==> config.mk <==
export PLATFORM = sky130hd
export DESIGN_NAME = audio_clk_gen
export DESIGN_NICKNAME = d
export VERILOG_FILES = /design/src/rtl/audio_clk_gen.sv
export SDC_FILE = /design/constraint.sdc
export NUM_CORES = 1
export LEC_CHECK = 0
export ABC_AREA = 0
export CORE_MARGIN = 2
export CORE_UTILIZATION = 55
export DETAILED_ROUTE_END_ITERATION = 16
export PLACE_DENSITY = 0.79
export SYNTH_ARGS = -nofsm -noshare
export SYNTH_HDL_FRONTEND = slang
export SYNTH_SLANG_ARGS = --single-unit
==> constraint.sdc <==
create_clock -name clk -period 2.5 [get_ports clk]
set_input_delay 0.5 -clock clk [delete_from_list [all_inputs] [get_ports clk]]
set_output_delay 0.5 -clock clk [all_outputs]
set_load 0.005 [all_outputs]
==> src/rtl/audio_clk_gen.sv <==
// Multi-channel NCO clock-enable generator, held off until PLL lock has been stable.
// Optional phase-align strobe (sync port) enabled by defining AUDIO_CLKGEN_SYNC_EN.
module audio_clk_gen #(
    parameter int unsigned CH        = 2,
    parameter int unsigned ACC_W     = 32,
    parameter int unsigned LOCK_SYNC = 2,
    parameter int unsigned LOCK_WAIT = 1024,
    localparam int unsigned SEL_W    = (CH > 1) ? $clog2(CH) : 1
) (
    input  logic             clk,
    input  logic             rst_n,
    input  logic             pll_lock,
    input  logic             inc_wr,
    input  logic [SEL_W-1:0] inc_sel,
    input  logic [ACC_W-1:0] inc_data,
`ifdef AUDIO_CLKGEN_SYNC_EN
    input  logic             sync,
`endif
    output logic             ready,
    output logic [CH-1:0]    ce,
    output logic [CH-1:0]    tog
);

    localparam int unsigned CNT_W = (LOCK_WAIT > 1) ? $clog2(LOCK_WAIT) : 1;
    localparam logic [CNT_W-1:0] CNT_LAST = CNT_W'(LOCK_WAIT - 1);

    typedef enum logic [1:0] {
        WAIT_LOCK,
        SETTLE,
        RUN
    } state_e;

    logic [LOCK_SYNC-1:0] lock_sync_q, lock_sync_d;
    logic                 lock_s;
    state_e               state_q, state_d;
    logic [CNT_W-1:0]     cnt_q, cnt_d;
    logic                 ready_q, ready_d;
    logic [ACC_W-1:0]     acc_q   [CH];
    logic [ACC_W-1:0]     acc_d   [CH];
    logic [ACC_W-1:0]     inc_a_q [CH];
    logic [ACC_W-1:0]     inc_a_d [CH];
    logic [ACC_W-1:0]     inc_p_q [CH];
    logic [ACC_W-1:0]     inc_p_d [CH];
    logic [CH-1:0]        pv_q, pv_d;
    logic [CH-1:0]        ce_q, ce_d;
    logic [CH-1:0]        tog_q, tog_d;
    logic                 sync_c;
    logic                 run_c;

`ifdef AUDIO_CLKGEN_SYNC_EN
    assign sync_c = sync;
`else
    assign sync_c = 1'b0;
`endif

    assign lock_sync_d = {lock_sync_q[LOCK_SYNC-2:0], pll_lock};
    assign lock_s      = lock_sync_q[LOCK_SYNC-1];

    // Lock qualification FSM; ready lags the state by one registered cycle.
    always_comb begin
        state_d = state_q;
        cnt_d   = cnt_q;
        case (state_q)
            WAIT_LOCK: begin
                cnt_d = '0;
                if (lock_s) state_d = SETTLE;
            end
            SETTLE: begin
                if (!lock_s) begin
                    state_d = WAIT_LOCK;
                    cnt_d   = '0;
                end else if (cnt_q == CNT_LAST) begin
                    state_d = RUN;
                    cnt_d   = '0;
                end else begin
                    cnt_d = cnt_q + CNT_W'(1);
                end
            end
            RUN: begin
                if (!lock_s) state_d = WAIT_LOCK;
            end
            default: state_d = WAIT_LOCK;
        endcase
        ready_d = (state_q == RUN);
    end

    // Channels step only while ready stays high; leaving RUN clears phase and outputs.
    assign run_c = ready_q & ready_d;

    always_comb begin
        logic [ACC_W:0] sum;
        logic           wr_hit;
        for (int i = 0; i < int'(CH); i++) begin
            acc_d[i]   = acc_q[i];
            inc_a_d[i] = inc_a_q[i];
            inc_p_d[i] = inc_p_q[i];
            pv_d[i]    = pv_q[i];
            ce_d[i]    = 1'b0;
            tog_d[i]   = tog_q[i];
            sum        = '0;
            wr_hit     = inc_wr && (32'(inc_sel) == 32'(i));

            if (!ready_d) begin
                acc_d[i] = '0;
                tog_d[i] = 1'b0;
            end else if (run_c && sync_c) begin
                acc_d[i] = '0;
                tog_d[i] = 1'b0;
                if (pv_q[i]) begin
                    inc_a_d[i] = inc_p_q[i];
                    pv_d[i]    = 1'b0;
                end
            end else if (run_c) begin
                sum      = {1'b0, acc_q[i]} + {1'b0, inc_a_q[i]};
                acc_d[i] = sum[ACC_W-1:0];
                ce_d[i]  = sum[ACC_W];
                if (sum[ACC_W]) begin
                    tog_d[i] = ~tog_q[i];
                    if (pv_q[i]) begin
                        inc_a_d[i] = inc_p_q[i];
                        pv_d[i]    = 1'b0;
                    end
                end
            end

            // A write landing on the swap cycle becomes the next pending value.
            if (wr_hit) begin
                if ((inc_a_q[i] == '0) || !ready_q) begin
                    inc_a_d[i] = inc_data;
                end else begin
                    inc_p_d[i] = inc_data;
                    pv_d[i]    = 1'b1;
                end
            end
        end
    end

    always_ff @(posedge clk) begin
        if (!rst_n) begin
            lock_sync_q <= '0;
            state_q     <= WAIT_LOCK;
            cnt_q       <= '0;
            ready_q     <= 1'b0;
            pv_q        <= '0;
            ce_q        <= '0;
            tog_q       <= '0;
            for (int i = 0; i < int'(CH); i++) begin
                acc_q[i]   <= '0;
                inc_a_q[i] <= '0;
                inc_p_q[i] <= '0;
            end
        end else begin
            lock_sync_q <= lock_sync_d;
            state_q     <= state_d;
            cnt_q       <= cnt_d;
            ready_q     <= ready_d;
            pv_q        <= pv_d;
            ce_q        <= ce_d;
            tog_q       <= tog_d;
            for (int i = 0; i < int'(CH); i++) begin
                acc_q[i]   <= acc_d[i];
                inc_a_q[i] <= inc_a_d[i];
                inc_p_q[i] <= inc_p_d[i];
            end
        end
    end

    assign ready = ready_q;
    assign ce    = ce_q;
    assign tog   = tog_q;

endmodule

==> results of run 1 <==
## path summary, 6_finish.rpt
path / startpoint / end / slack, ps / cells past startpoint
hold / removal: lock_sync_q[0] / lock_sync_q[1] / 440 / 1
hold reg to reg: lock_sync_q[0] / lock_sync_q[1] / 440 / 1
setup / recovery: acc_q[0][32] / inc_a_q[0][46] / -250 / 11
setup reg to reg: acc_q[0][32] / inc_a_q[0][46] / -250 / 11
## cells by family after synthesis
logic type / after synthesis
buffers and inverters: 86
and+or+nand+nor: 324
adders and majority gates: 67
muxes: 130
AOI/OAI and AO/OA: 398
DFF: 213
xor gates and xnor gates: 64
## sequential cells by signal, indices dropped and copies added (netlist names), 2 cells and up
| register | count |
|---|---|
| tog | 2 |
| pv_q | 2 |
| lock_sync_q | 2 |
| state_q | 2 |
| cnt_q | 10 |
| inc_a_q | 64 |
| inc_p_q | 64 |
| ce | 2 |
| acc_q | 64 |
## timing repair
action	4_1_cts	5_1_grt
pin swaps	29	38
gates resized for setup	22	70
gates cloned	3	2
buffers inserted	4	8
setup endpoints to repair	78	124
## layer usage
layer  vias to the layer above  share of wire
li1                       4876              -
met1                      4891           0.43
met2                       284           0.49
met3                        57          0.051
met4                         0          0.027
met5                         -              0
## cell usage after synthesis, types with 7 or more instances
master    number
clkbuf_1      46
o21ai_0       98
xor2_1        35
inv_1         17
buf_2         11
nand2b_1       7
nand4_1       14
nor4_1        18
a21o_1        34
mux2i_1      130
dfxtp_1      213
nand3_1       15
and3_1         7
nor3_1        14
and2_1        10
xnor2_1       29
o21ai_1       65
nor2_1       106
nand2_1      110
nor2b_1        7
ha_1          65
a21oi_1      132
## metrics by stage
stage / std cells / hold WS (ps)
after floorplan: 1282 / 412
after global placement: 1641 / 415
after detailed placement: 1641 / 427
after CTS: 1688 / 443
after global routing: 1696 / 471
final: 1696 / 442
## power breakdown
group | internal [mW] | leakage [nW] | switching (mW)
clock | 2.07 | 0.385 | 1.44
combinational | 0.248 | 3.94 | 0.289
sequential | 3.45 | 1.73 | 0.0603
## critical path: cells and delay by family (launching register included)
family	cells	cell delay (ps)
compound gates	5	1100
fa+ha+maj	2	530
flops	1	340
mux	1	180
simple gates	3	470
## area by class of cell
cell class / count / area (sq um)
clock buffer: 28 / 614
clock inverter: 13 / 155
fill: 1510 / 6180
inverter: 18 / 67.6
multi-input combinational: 986 / 6990
sequential: 213 / 4280
tap: 270 / 338
timing repair buffer: 168 / 1540
==> results_dict.tcl, run 1 <==
set metrics [dict create \
    final_cell_mix "dfxtp_1 (201), mux2i_1 (128), a21oi_1 (117)" \
    placementRows 52 \
    fin_tns_setup_ps -12110 \
    vias 10100 \
    grt_use_total 0.267 \
    synth_adder_area_share 0.0759 \
    diodes 0 \
    cts-buffers-inserted 23 \
    gp_congestion 0.911 \
    cap_violations 0 \
    stdcell_area_sq_mm 0.0140 \
    maxSlewHeadroom 0.477 \
    outcome "finished with violations" \
    ys_top_cells_by_area "dfxtp_1 (38%), mux2i_1 (12%), ha_1 (7.2%)" \
    coreArea_sq_mm 0.0202 \
    met3_usage 0.0366 \
    yosysTopAreaCell "dfxtp_1" \
    dieWidth_um 147 \
    netlist_instances 1282 \
    clkLatencyLatePin_ps 520 \
    grt_overflow 0 \
    cp_slowest_stage_delay_ps 420 \
    antenna_found_initial 0 \
    synth_compound_area_frac 0.211 \
    synth_edf_count 0 \
    period_minus_slack_ps 2750 \
    die_area_sq_mm 0.0216 \
    antenna_left 0 \
    drive_gt1_frac 0.187 \
    fin_nets 1514 \
    cts_htree_levels 1 \
    dpl_cell_area_sq_mm 0.0127 \
    post-place-ws_ps -271 \
    synth_top_area_frac 0.379 \
    synth_top_family_by_area "compound AO/OA/AOI/OAI gates" \
    grt.met1_usage 0.346 \
    postSynthAreaPerCell_sq_um 8.77 \
    syn-cell-area_sq_mm 0.0112 \
    tritoncts "built" \
    violations "setup timing" \
    cp_max_fo 8 \
    clockBufferDepth 3 \
    startpoint_type "register" \
    async_flop_share 0 \
    ys.flop_type "dfxtp_1" \
    start_util 0.558 \
    syn2layout_area_growth_pct 24.3 \
    end_kind "register" \
    required_ps 2900 \
    postLayoutCoreUtil 0.693 \
    drc 0 \
    holdCritPathClass "reg -> reg" \
    synth_seq_cells 213 \
    ys_seq_area_frac 0.379 \
    worst_pin_slew_ps 784 \
    setup_slack_ps -248 \
    power_density_mw_per_mm2 540 \
    wl_mm 30.3 \
    crit_type "reg -> reg" \
    clockRootBuffer "clkbuf_16" \
    hpwl_mm 20.0 \
    timing.final.crit_share 1.10 \
    synthMuxAreaShare 0.116 \
    irDropWorstVdd_v 0.000477 \
    viasPerCell 5.96 \
    power_mw 7.56 \
    io_pins 42 \
    grt_use_met2 0.460 \
    grt_busiest_layer "met2" \
    hold_violations 0 \
    grt_pass1_vias 9817 \
    skew_ps 12.9 \
    io_buffers 41 \
    cts_hold_buf 0 \
    finalSetupViolCount 77 \
    clock.fmax_mhz 364 \
    synth_nets 1386 \
    drt-pass1-iter-count 5 \
    ys_warn_count 0 \
    synth_cell_types 69 \
    path_clk_slew_ps 60 \
    rsz0062_at_grt "yes" \
    synthSimpleGateAreaFrac 0.131 \
    power.leakage_nw 6.05 \
    worstPathArrival_ps 3150 \
    report.final.slew_viol_count 0 \
    clock-sinks 213 \
    path_cells "ha_4, fa_2, a211oi_4, o211ai_4, a2111oi_4, nor2_2, nand3_2, a31oi_4, and2_4, mux2i_1, o21ai_1" \
    grt_max_degree 64 \
    initialDrtViolationCount 659 \
    cp_slowest_cell "a2111oi_4" \
    grt_first_pass_wirelength_mm 48.1 \
    fp.dieH_um 147 \
    wl_per_cell_um 17.9 \
    synth_xor_area_frac 0.0498 \
    final_common_cell "dfxtp_1" \
]
Power figures use the tool's default switching activity.
==> run 2, diff against run 1 <==
--- a/config.mk
+++ b/config.mk
@@ -9,6 +9,7 @@
 export CORE_MARGIN = 2
 export CORE_UTILIZATION = 55
 export DETAILED_ROUTE_END_ITERATION = 16
+export HOLD_SLACK_MARGIN = 0.15
 export PLACE_DENSITY = 0.79
 export SYNTH_ARGS = -nofsm -noshare
 export SYNTH_HDL_FRONTEND = slang
==> results of run 2 <==
Same layout as run 1: the final DEF is identical, and so are final timing and power.
==> run 3, diff against run 2 <==
--- a/config.mk
+++ b/config.mk
@@ -8,6 +8,7 @@
 export ABC_AREA = 0
 export CORE_MARGIN = 2
 export CORE_UTILIZATION = 55
+export CTS_BUF_LIST = sky130_fd_sc_hd__clkbuf_4
 export DETAILED_ROUTE_END_ITERATION = 16
 export HOLD_SLACK_MARGIN = 0.15
 export PLACE_DENSITY = 0.79
==> results_dict.tcl, run 3 (synthesis results as in run 1) <==
set metrics [dict create \
    outcome "finished with violations" \
    violations "setup timing" \
    crit_type "reg -> reg" \
    grt_max_degree 64 \
    syn2layout_area_growth_pct 22.9 \
    path_clk_slew_ps 70 \
    cp_max_fo 8 \
    holdCritPathClass "reg -> reg" \
    drc 0 \
    whs_endpoint "lock_sync_q[1]" \
    r2r_cells 12 \
    tritoncts "built" \
    fin_nets 1544 \
    n_fill_cell 1559 \
    wl_mm 30.2 \
    grt_first_pass_wirelength_mm 48.4 \
    skew_ps 41.9 \
    reg2reg_slack_ps -280 \
    register_area_sq_mm 0.00428 \
    power.leakage_nw 6.05 \
    hpwl_mm 20.0 \
    coreArea_sq_mm 0.0202 \
    cts_hold_buf 0 \
    initialDrtViolationCount 631 \
    worst_pin_slew_ps 794 \
    fp.dieH_um 147 \
    cts-buffers-inserted 54 \
    instances_no_fill 1748 \
    dieWidth_um 147 \
    clock-sinks 213 \
    power_density_mw_per_mm2 510 \
    timing.final.crit_share 1.11 \
    min_from "lock_sync_q[0]" \
    r2r_end "inc_a_q[0][49]" \
    hold_violations 0 \
    grt_pass1_vias 10100 \
    final_common_cell "dfxtp_1" \
    top_regs "acc_q (64), inc_a_q (64), inc_p_q (64)" \
    clock.fmax_mhz 360 \
    wl_per_cell_um 17.3 \
    hold_depth 1 \
    final_cell_mix "dfxtp_1 (202), mux2i_1 (128), a21oi_1 (118)" \
    die_area_sq_mm 0.0216 \
    cts_htree_levels 2 \
    drt-pass1-iter-count 5 \
    grt_overflow 0 \
    io_buffers 41 \
    startpoint_type "register" \
    multi_input_area_sq_mm 0.00693 \
    required_ps 3050 \
    cap_violations 0 \
    report.final.slew_viol_count 0 \
    antenna_found_initial 1 \
    maxSlewHeadroom 0.471 \
    viasPerCell 5.88 \
    placed_cells 1641 \
    start_util 0.558 \
    irDropWorstVdd_v 0.000400 \
    gp_congestion 0.911 \
    worstPathArrival_ps 3320 \
    startpoint "acc_q[0][32]" \
    setup_slack_ps -275 \
    grt_use_total 0.271 \
    io_pins 42 \
    worstReg2RegStart "acc_q[0][32]" \
    clockBufferDepth 3 \
    clockRootBuffer "clkbuf_4" \
    end_kind "register" \
    vias 10300 \
    placementRows 52 \
    rsz0062_at_grt "yes" \
    power_mw 7.06 \
    period_minus_slack_ps 2780 \
    antenna_left 0 \
    clkLatencyLatePin_ps 690 \
    finalSetupViolCount 79 \
    drive_gt1_frac 0.206 \
]
[run 3: per-layer routing]
layer | vias up | global-route usage | routed length, um
met5 | - | 0 | 0
met4 | 0 | 0.114 | 1050
met2 | 288 | 0.459 | 14500
met1 | 4919 | 0.343 | 12900
li1 | 4979 | - | -
met3 | 84 | 0.0444 | 1800
[run 3: worst max-delay path, cell delays in order, from the launching register on]
cell and delay [ps]:
dfxtp_2 340, ha_4 160, fa_2 360, a211oi_4 240
o211ai_2 160, buf_4 170, a2111oi_4 350, nor2_2 100
nand3_2 100, a31oi_4 130, and2_4 260, mux2i_1 170
o21ai_1 80
[run 3: cell type report]
cell class	instances	share of cell area
repair buffers	167	0.111
diodes	1	0.000181
multi-input cells	986	0.501
clock buffers	74	0.0402
inverters	18	0.00489
flip-flops and latches	213	0.309
clock inverters	19	0.00923
well taps	270	0.0244
[run 3: per-stage QoR]
step / cell area [sq um] / utilization / setup slack (ps) / hold WS, ps / TNS, ps
detailed placement: 12700 / 0.629 / -271 / 427 / -14930
finish: 13800 / 0.686 / -275 / 447 / -13400
global route: 13800 / 0.686 / -365 / 444 / -21440
global placement: 12700 / 0.629 / -217 / 415 / -12060
CTS: 13600 / 0.672 / -260 / 386 / -13390
floorplan: 11300 / - / -157 / 412 / -7330
[run 3: worst max-delay path by stage]
stage,to,depth (start not counted)
after global placement,inc_a_q[0][32],11
final,inc_a_q[0][49],12
after CTS,inc_a_q[0][26],12
after floorplan,inc_a_q[0][33],13
after detailed placement,inc_a_q[0][63],11
after global routing,inc_a_q[0][51],12
[run 3: power by group]
part           total [mW]  switching [mW]  internal, mW
Clock                3.01            1.44          1.57
Sequential           3.51          0.0600          3.45
Combinational       0.536           0.288         0.248
Total                7.06            1.79          5.27
[run 3: repair_timing]
item / in CTS / in global routing
setup endpoints to repair: 80 / 102
setup buffers: 7 / 3
gates cloned: 3 / 3
gates resized for setup: 36 / 49
pin swaps: 42 / 32
